===== src/rtl/div_radix2_pkg.sv =====
// Shared types for the radix-2 restoring divider.
package div_radix2_pkg;

    // Width of the iteration counter; covers operand widths up to 64.
    localparam int CNT_W = 6;

    // Sign fix-up flags captured when an operation is accepted.
    typedef struct packed {
        logic neg_q;
        logic neg_r;
    } sign_fix_t;

endpackage


===== src/rtl/div_radix2_step.sv =====
// One restoring-division step: shift in a dividend bit, trial-subtract the
// divisor in WIDTH+1 bits, keep the difference when it is non-negative.
module div_radix2_step #(
    parameter int WIDTH = 32
) (
    input  logic [WIDTH-1:0] rem,
    input  logic             bit_in,
    input  logic [WIDTH-1:0] divisor,
    output logic [WIDTH-1:0] rem_next,
    output logic             q_bit
);

    logic [WIDTH:0] trial;
    logic [WIDTH:0] diff;

    // Partial remainder is always below the divisor, so WIDTH+1 bits hold the
    // shifted value and bit WIDTH of the difference is a reliable borrow flag.
    assign trial    = {rem, bit_in};
    assign diff     = trial - {1'b0, divisor};
    assign q_bit    = ~diff[WIDTH];
    assign rem_next = q_bit ? diff[WIDTH-1:0] : trial[WIDTH-1:0];

endmodule


===== src/rtl/div_radix2.sv =====
// Iterative radix-2 restoring divider (signed DIV / unsigned DIVU).
// Result is {remainder, quotient}; fixed latency of WIDTH+1 cycles.
//
// Handshake: start is a one-cycle request accepted only in IDLE without
// annul; operands are sampled on that edge. busy is high while an operation
// is in flight. ready is a one-cycle pulse in DONE (suppressed by annul) and
// result is valid while ready is high, then holds until the next DONE.
module div_radix2
    import div_radix2_pkg::*;
#(
    parameter int WIDTH = 32
) (
    input  logic               clk,
    input  logic               resetn,
    input  logic               start,
    input  logic               signed_div,
    input  logic [WIDTH-1:0]   dividend,
    input  logic [WIDTH-1:0]   divisor,
    input  logic               annul,
    output logic               busy,
    output logic               ready,
    output logic [2*WIDTH-1:0] result,
    output logic [1:0]         state_dbg
);

    localparam logic [1:0] S_IDLE = 2'd0;
    localparam logic [1:0] S_ITER = 2'd1;
    localparam logic [1:0] S_DONE = 2'd2;

    logic [1:0]         state;
    logic [1:0]         state_next;
    logic [2*WIDTH-1:0] rq;        // {partial remainder, dividend/quotient bits}
    logic [WIDTH-1:0]   dvs;       // |divisor|
    logic [CNT_W-1:0]   cnt;
    sign_fix_t          fix;
    logic [2*WIDTH-1:0] result_q;

    logic [WIDTH-1:0]   a_abs;
    logic [WIDTH-1:0]   b_abs;
    logic [WIDTH-1:0]   rem_next;
    logic               q_bit;
    logic [WIDTH-1:0]   q_fixed;
    logic [WIDTH-1:0]   r_fixed;
    logic [2*WIDTH-1:0] fixed;

    // Magnitudes of the operands; the most negative value maps onto itself
    // and is then treated as unsigned.
    assign a_abs = (signed_div & dividend[WIDTH-1]) ? -dividend : dividend;
    assign b_abs = (signed_div & divisor[WIDTH-1])  ? -divisor  : divisor;

    div_radix2_step #(.WIDTH(WIDTH)) u_step (
        .rem      (rq[2*WIDTH-1:WIDTH]),
        .bit_in   (rq[WIDTH-1]),
        .divisor  (dvs),
        .rem_next (rem_next),
        .q_bit    (q_bit)
    );

    assign q_fixed = fix.neg_q ? -rq[WIDTH-1:0]       : rq[WIDTH-1:0];
    assign r_fixed = fix.neg_r ? -rq[2*WIDTH-1:WIDTH] : rq[2*WIDTH-1:WIDTH];
    assign fixed   = {r_fixed, q_fixed};

    // State register.
    always_ff @(posedge clk or negedge resetn) begin
        if (!resetn) begin
            state <= S_IDLE;
        end else begin
            state <= state_next;
        end
    end

    // Next-state logic; annul returns to IDLE from anywhere.
    always_comb begin
        state_next = state;
        if (annul) begin
            state_next = S_IDLE;
        end else begin
            case (state)
                S_IDLE:  if (start) state_next = S_ITER;
                S_ITER:  if (cnt == CNT_W'(WIDTH - 1)) state_next = S_DONE;
                S_DONE:  state_next = S_IDLE;
                default: state_next = S_IDLE;
            endcase
        end
    end

    // Datapath: operand capture, one shift/subtract per ITER cycle, result capture.
    always_ff @(posedge clk or negedge resetn) begin
        if (!resetn) begin
            rq       <= '0;
            dvs      <= '0;
            cnt      <= '0;
            fix      <= '0;
            result_q <= '0;
        end else if (!annul) begin
            case (state)
                S_IDLE: begin
                    if (start) begin
                        rq        <= {{WIDTH{1'b0}}, a_abs};
                        dvs       <= b_abs;
                        cnt       <= '0;
                        fix.neg_q <= signed_div & (dividend[WIDTH-1] ^ divisor[WIDTH-1]);
                        fix.neg_r <= signed_div & dividend[WIDTH-1];
                    end
                end
                S_ITER: begin
                    rq  <= {rem_next, rq[WIDTH-2:0], q_bit};
                    cnt <= cnt + CNT_W'(1);
                end
                S_DONE: begin
                    result_q <= fixed;
                end
                default: ;
            endcase
        end
    end

    // Outputs; result is shown combinationally during the ready cycle.
    always_comb begin
        busy      = (state != S_IDLE);
        ready     = (state == S_DONE) & ~annul;
        result    = ready ? fixed : result_q;
        state_dbg = state;
    end

endmodule


===== config.mk =====
export PLATFORM = sky130hd
export DESIGN_NAME = div_radix2
export DESIGN_NICKNAME = d
export VERILOG_FILES = /design/src/rtl/div_radix2_pkg.sv /design/src/rtl/div_radix2_step.sv /design/src/rtl/div_radix2.sv
export SDC_FILE = /design/constraint.sdc
export NUM_CORES = 1
export LEC_CHECK = 0
export ABC_AREA = 1
export CORE_MARGIN = 5
export CORE_UTILIZATION = 53
export DETAILED_ROUTE_END_ITERATION = 8
export GPL_TIMING_DRIVEN = 0
export PLACE_DENSITY = 0.76
export SKIP_CTS_REPAIR_TIMING = 1
export SLEW_MARGIN = 0
export SYNTH_ARGS = -nofsm -noshare
export SYNTH_HDL_FRONTEND = slang
export SYNTH_SLANG_ARGS = --single-unit

===== constraint.sdc =====
create_clock -name clk -period 2 [get_ports clk]
set_input_delay 0.4 -clock clk [delete_from_list [all_inputs] [get_ports clk]]
set_output_delay 0.4 -clock clk [all_outputs]
set_load 0.05 [all_outputs]

# Yosys cells after proc, flatten, opt, wreduce, memory -nomap -nowiden
# Cells that the tools add are included.
# Widths: inputs -> output; s select.
[totals]
inputBits = 69
word_cells = 47
output_inout_bits = 68
regBits = 170
[classes]
n_reduce_logical = 7
bitwise = 7
n_mux = 14
n_eq_ne = 6
addsub = 6
[ops]
columns = ["operator", "n"]
rows = [
  ["$mux 32", 5],
  ["$mux 64", 2],
  ["$neg 32->32", 4],
  ["$pmux 64 s2", 1],
  ["$sub 33x32->33", 1],
  ["$pmux 6 s2", 1],
  ["$add 6x1->6 const B", 1],
  ["$eq 6x5->1 const B", 1],
  ["$mux 2", 3],
  ["$mux 6", 1],
  ["$ne 3x3->1 const B", 2],
  ["$reduce_and 3->1", 2],
  ["$and 1x1->1", 4],
  ["$pmux 2 s2", 1],
  ["$reduce_and 2->1", 2],
  ["$reduce_bool 2->1", 2],
  ["$eq 2x1->1 const B", 1],
  ["$eq 2x2->1 const B", 1],
  ["$logic_not 2->1", 1],
  ["$ne 2x2->1 const B", 1],
  ["$not 1->1", 2],
  ["$xor 1x1->1", 1],
]

# Longest topological paths before layout
[logic_depth]
word_depth = 4
depth_mapped = 18
mapped_depth_nobuf = 17

# By module
# A second synthesis with hierarchy kept.
[hier_totals]
hier_cells = 2141
area_unflattened_um2 = 13286.5
[by_module_without_submodules]
columns = ["mod", "area_each_um2", "seq_area_each_um2", "cells_per_inst", "n_inst"]
rows = [
  ["div_radix2", 10136.0, 4254.1, 1461, 1],
  ["div_radix2_step", 3150.5, 0.0, 680, 1],
]

# Worst setup path before layout
# Ideal clock, no wire load.
[synth_path]
path_type = "register to output"
from = "register state[1], in the netlist state_dbg[1]"
to = "output result[0]"
path_stages_with_launch = 7
t_required_ps = 1600
slack_ps = -1108
arrival_time_ps = 2708
n_path_buf = 2
cell_sequence = "dfrtp_1 inv_1 nor3_2 inv_1 clkbuf_1 clkbuf_1 o21ai_0"
[synth_between]
elab_chain_len = 3
[synth_rtl]
columns = ["element", "line_no", "text"]
rows = [
  ["from (decl)", "div_radix2.sv:30", "logic [1:0] state;"],
  ["from (signal assigned)", "div_radix2.sv:68", "state <= state_next;"],
  ["$eq 2x2->1", "div_radix2.sv:121", "ready = (state == S_DONE) & ~annul;"],
  ["$and 1x1->1", "div_radix2.sv:121", ""],
  ["$mux 64", "div_radix2.sv:122", "result = ready ? fixed : result_q;"],
  ["to (decl)", "div_radix2.sv:22", "output logic [2*WIDTH-1:0] result,"],
]
# Every way passes these cells.

# Worst setup path in the final report
[layout_path]
from = "register rq[1]"
to = "output result[24]"
[layout_between]
elab_chain_len = 3
[layout_rtl]
columns = ["element", "line_no", "text"]
rows = [
  ["from (decl)", "div_radix2.sv:32", "logic [2*WIDTH-1:0] rq;"],
  ["from (signal assigned)", "div_radix2.sv:99", "rq <= {{WIDTH{1'b0}}, a_abs};"],
  ["from (signal assigned)", "div_radix2.sv:107", "rq <= {rem_next, rq[WIDTH-2:0], q_bit};"],
  ["$neg 32->32", "div_radix2.sv:59", "assign q_fixed = fix.neg_q ? -rq[WIDTH-1:0] : rq[WIDTH-1:0];"],
  ["$mux 32", "div_radix2.sv:59", ""],
  ["$mux 64", "div_radix2.sv:122", ""],
]
# Every way passes these cells.

==> results.yml <==
global_routing:
  grt_pass1_wl_mm: 64.2
  grt-ovfl-total: 0
  grt_pass1_vias: 12200
  grtUsageMet3_pct: 4.27
  use_met1_pct: 47.2
  grt_max_degree: 96
  antenna_found_initial: 0
  grtUsageMet2_pct: 42.5
  grt_usage_pct: 29.9
  top_usage_layer: "met1"
clock_tree:
  cts_made_buffers: 17
  cts_tree: "done"
  clockBufferDepth: 2
  cts-root-buf: "clkbuf_16"
  clock_latency_ns: 0.44
  path_clk_slew_ns: 0.07
  clock_sinks: 170
  htreeDepth: 4
route:
  num_vias: 14600
  ant_nets: 0
  first_iter_violations: 1609
  viasPerCell: 5.73
  drt-total-wl_mm: 48.5
  drt_pre_antenna_iters: 9
  wl_per_cell_um: 19.0
  drc: 0
finish:
  layout-drive-gt1-share_pct: 28.4
  stdcell_area_um2: 18500
  fin_cells: 2550
  final_core_util_pct: 78.5
  fillers: 1628
  syn2layout_area_growth_pct: 45.5
  num_antenna_cells: 0
  nets: 2325
floorplanning:
  initial_core_util_pct: 53.9
  die_area_um2: 27200
  rows: 56
  chipHeight_um: 165
  coreArea_um2: 23500
  die_x_um: 165
  ios: 137
run_status:
  violations: "negative setup slack"
  status: "finished with violations"
sta:
  tightest_slew_ns: 0.665
  relSlewSlack_pct: 55.2
  setup_viol: 112
  slew_violations: 0
  period_minus_slack_ns: 3.03
  period_share_pct: 152
  clock_skew_ns: 0.0177
  fmax_mhz: 330
  setup_tns_ns: -60.71
  rsz0062_at_grt: "true"
  setup_ws_ns: -1.03
  finalHoldViolations: 0
placement:
  dpl_cell_area_um2: 15400
  dpl.hpwl_mm: 32.5
  gp_congestion: 0.933
  port_buffers: 136
  dp_cells: 2408
synthesis:
  yosys.cell_count.top_type: "nand2_1"
  synth_xor_area_share_pct: 5.17
  synth-seq-area-share_pct: 33.5
  netlist_instances: 1952
  syn_nets: 2059
  netlist_area_um2: 12700
  synthAdderAreaFrac_pct: 3.80
  yosysWarnings: 0
  yosys.area.top_type: "dfrtp_1"
  synth_mux_area_share_pct: 0
  synth_compound_area_share_pct: 11.9
  synth_top_area_share_pct: 33.5
  synth_ff_type: "dfrtp_1"
  synthSimpleGateAreaFrac_pct: 35.6
  synth-async-reset-ratio_pct: 100
  syn_area_per_cell_um2: 6.51
  synth-seq-cells: 170
  synth_top_family_by_area: "simple AND/OR/NAND/NOR gates"
  synth-edff-count: 0
  synth_area_leaders: "dfrtp_1, nand2_1, inv_1"
  synthTopCellsByCount: "nand2_1, inv_1, dfrtp_1, nor2_1, nand3_1"
  netlist-cell-type-count: 51
power:
  p_total_mw: 14.1
  powerDensity_nw_per_um2: 763
  ir_worst_vdd_mv: 0.518
  leakagePower_nw: 9.11
worst_hold_path:
  hold_path_startpoint: "divisor[3]"
  min_path_cells: 3
  hold_class: "input pin to flip-flop"
run:
  maxCapViolations: 0
worst_setup_path:
  end_kind: "output pin"
  cp-startpoint: "rq[1]"
  crit_fanout: 4
  r2r_start: "rq[44]"
  worstPathArrival_ns: 2.63
  start_kind: "flip-flop"
  cp.required_ns: 1.60
  path_class: "flip-flop to output pin"
  rr_worst_depth: 16
  regToRegSetupSlack_ns: -0.55
-- metal layers --
layer	up-vias	part of all wire [%]
met2	907	44
li1	6766	-
met5	-	0
met4	0	3.9
met3	162	10
met1	6787	42
-- layout make-up --
cell class,instances,area (µm²),area share (%)
Clock inverter,13,138,0.745
Inverter,261,1020,5.51
Clock buffer,19,433,2.34
Tap cell,319,399,2.16
Sequential cell,170,4300,23.3
Multi-Input combinational cell,1462,9150,49.5
Buffer,59,533,2.88
Timing Repair Buffer,247,2510,13.6
-- worst paths after layout --
check                               end
hold reg to reg                 dvs[26]
min in group asynchronous        dvs[4]
hold / removal                   dvs[3]
max in group asynchronous  result_q[58]
setup / recovery             result[24]
setup reg to reg                 rq[58]
-- worst max-delay path, stage by stage, from the launching register on --
cell	delay [ns]
dfrtp_1	0.42
inv_2	0.15
ha_4	0.19
nand2_4	0.07
nor2_4	0.18
nand3_4	0.15
nor2_4	0.14
nand2_2	0.10
nand2_4	0.11
nand2_4	0.07
a21oi_1	0.21
nand2_1	0.11
nand3_2	0.10
nand2_4	0.07
buf_8	0.15
-- through the flow --
stage	worst slack (ns)	hold slack, ns
6_report	-1.03	0.407
3_5_place_dp	-1.49	0.394
3_3_place_gp	-7.10	0.463
5_1_grt	-1.04	0.405
4_1_cts	-1.71	-0.0708
2_1_floorplan	-0.176	0.104
-- registers in the layout, indices dropped and copies added, names as in the netlist --
register	count
cnt	6
dvs	32
fix	2
result_q	64
rq	64
state_dbg	2
-- cell families (layout without fill, tap and decap cells) --
family          count (synthesis)  count (layout)
simple gates                 1073            1073
buf+inv                       320             599
compound gates                276             276
flops                         170             170
xor+xnor                       75              75
fa+ha+maj                      38              38
-- layout by cell type (no fill, tap or decap), types with 8 or more instances in the layout --
cell type        netlist  layout
a21oi_1               79      66
a21oi_2                0       9
buf_4                  4      98
buf_6                  6      66
buf_8                  0      30
clkbuf_1              39      11
clkbuf_16              0      21
clkbuf_2               0      15
clkdlybuf4s50_1        0      64
dfrtp_1              170     130
dfrtp_2                0      40
ha_1                  37      16
ha_2                   0       8
ha_4                   0      13
inv_1                258     233
inv_2                  1      17
nand2_1              648     578
nand2_2                7      36
nand2_4                2      43
nand3_1              149     115
nand3_2                1      28
nand3b_1              18      18
nand4_1               23      23
nor2_1               162     120
nor2_2                 4      30
nor2_4                 3      19
nor3_1                35      26
o211ai_1              11      11
o21ai_0              147      75
o21ai_1                3      20
o21ai_2                1      11
o21ai_4                1      46
xnor2_1               18      16
xor2_1                57      35
xor2_2                 0      19
-- where the power goes --
part	internal (mW)	switching, mW	total [mW]
Combinational	2.34	4.04	6.38
Sequential	3.88	0.498	4.38
Clock	1.75	1.59	3.35
Total	7.97	6.14	14.1
(Power assumes the default switching activity.)
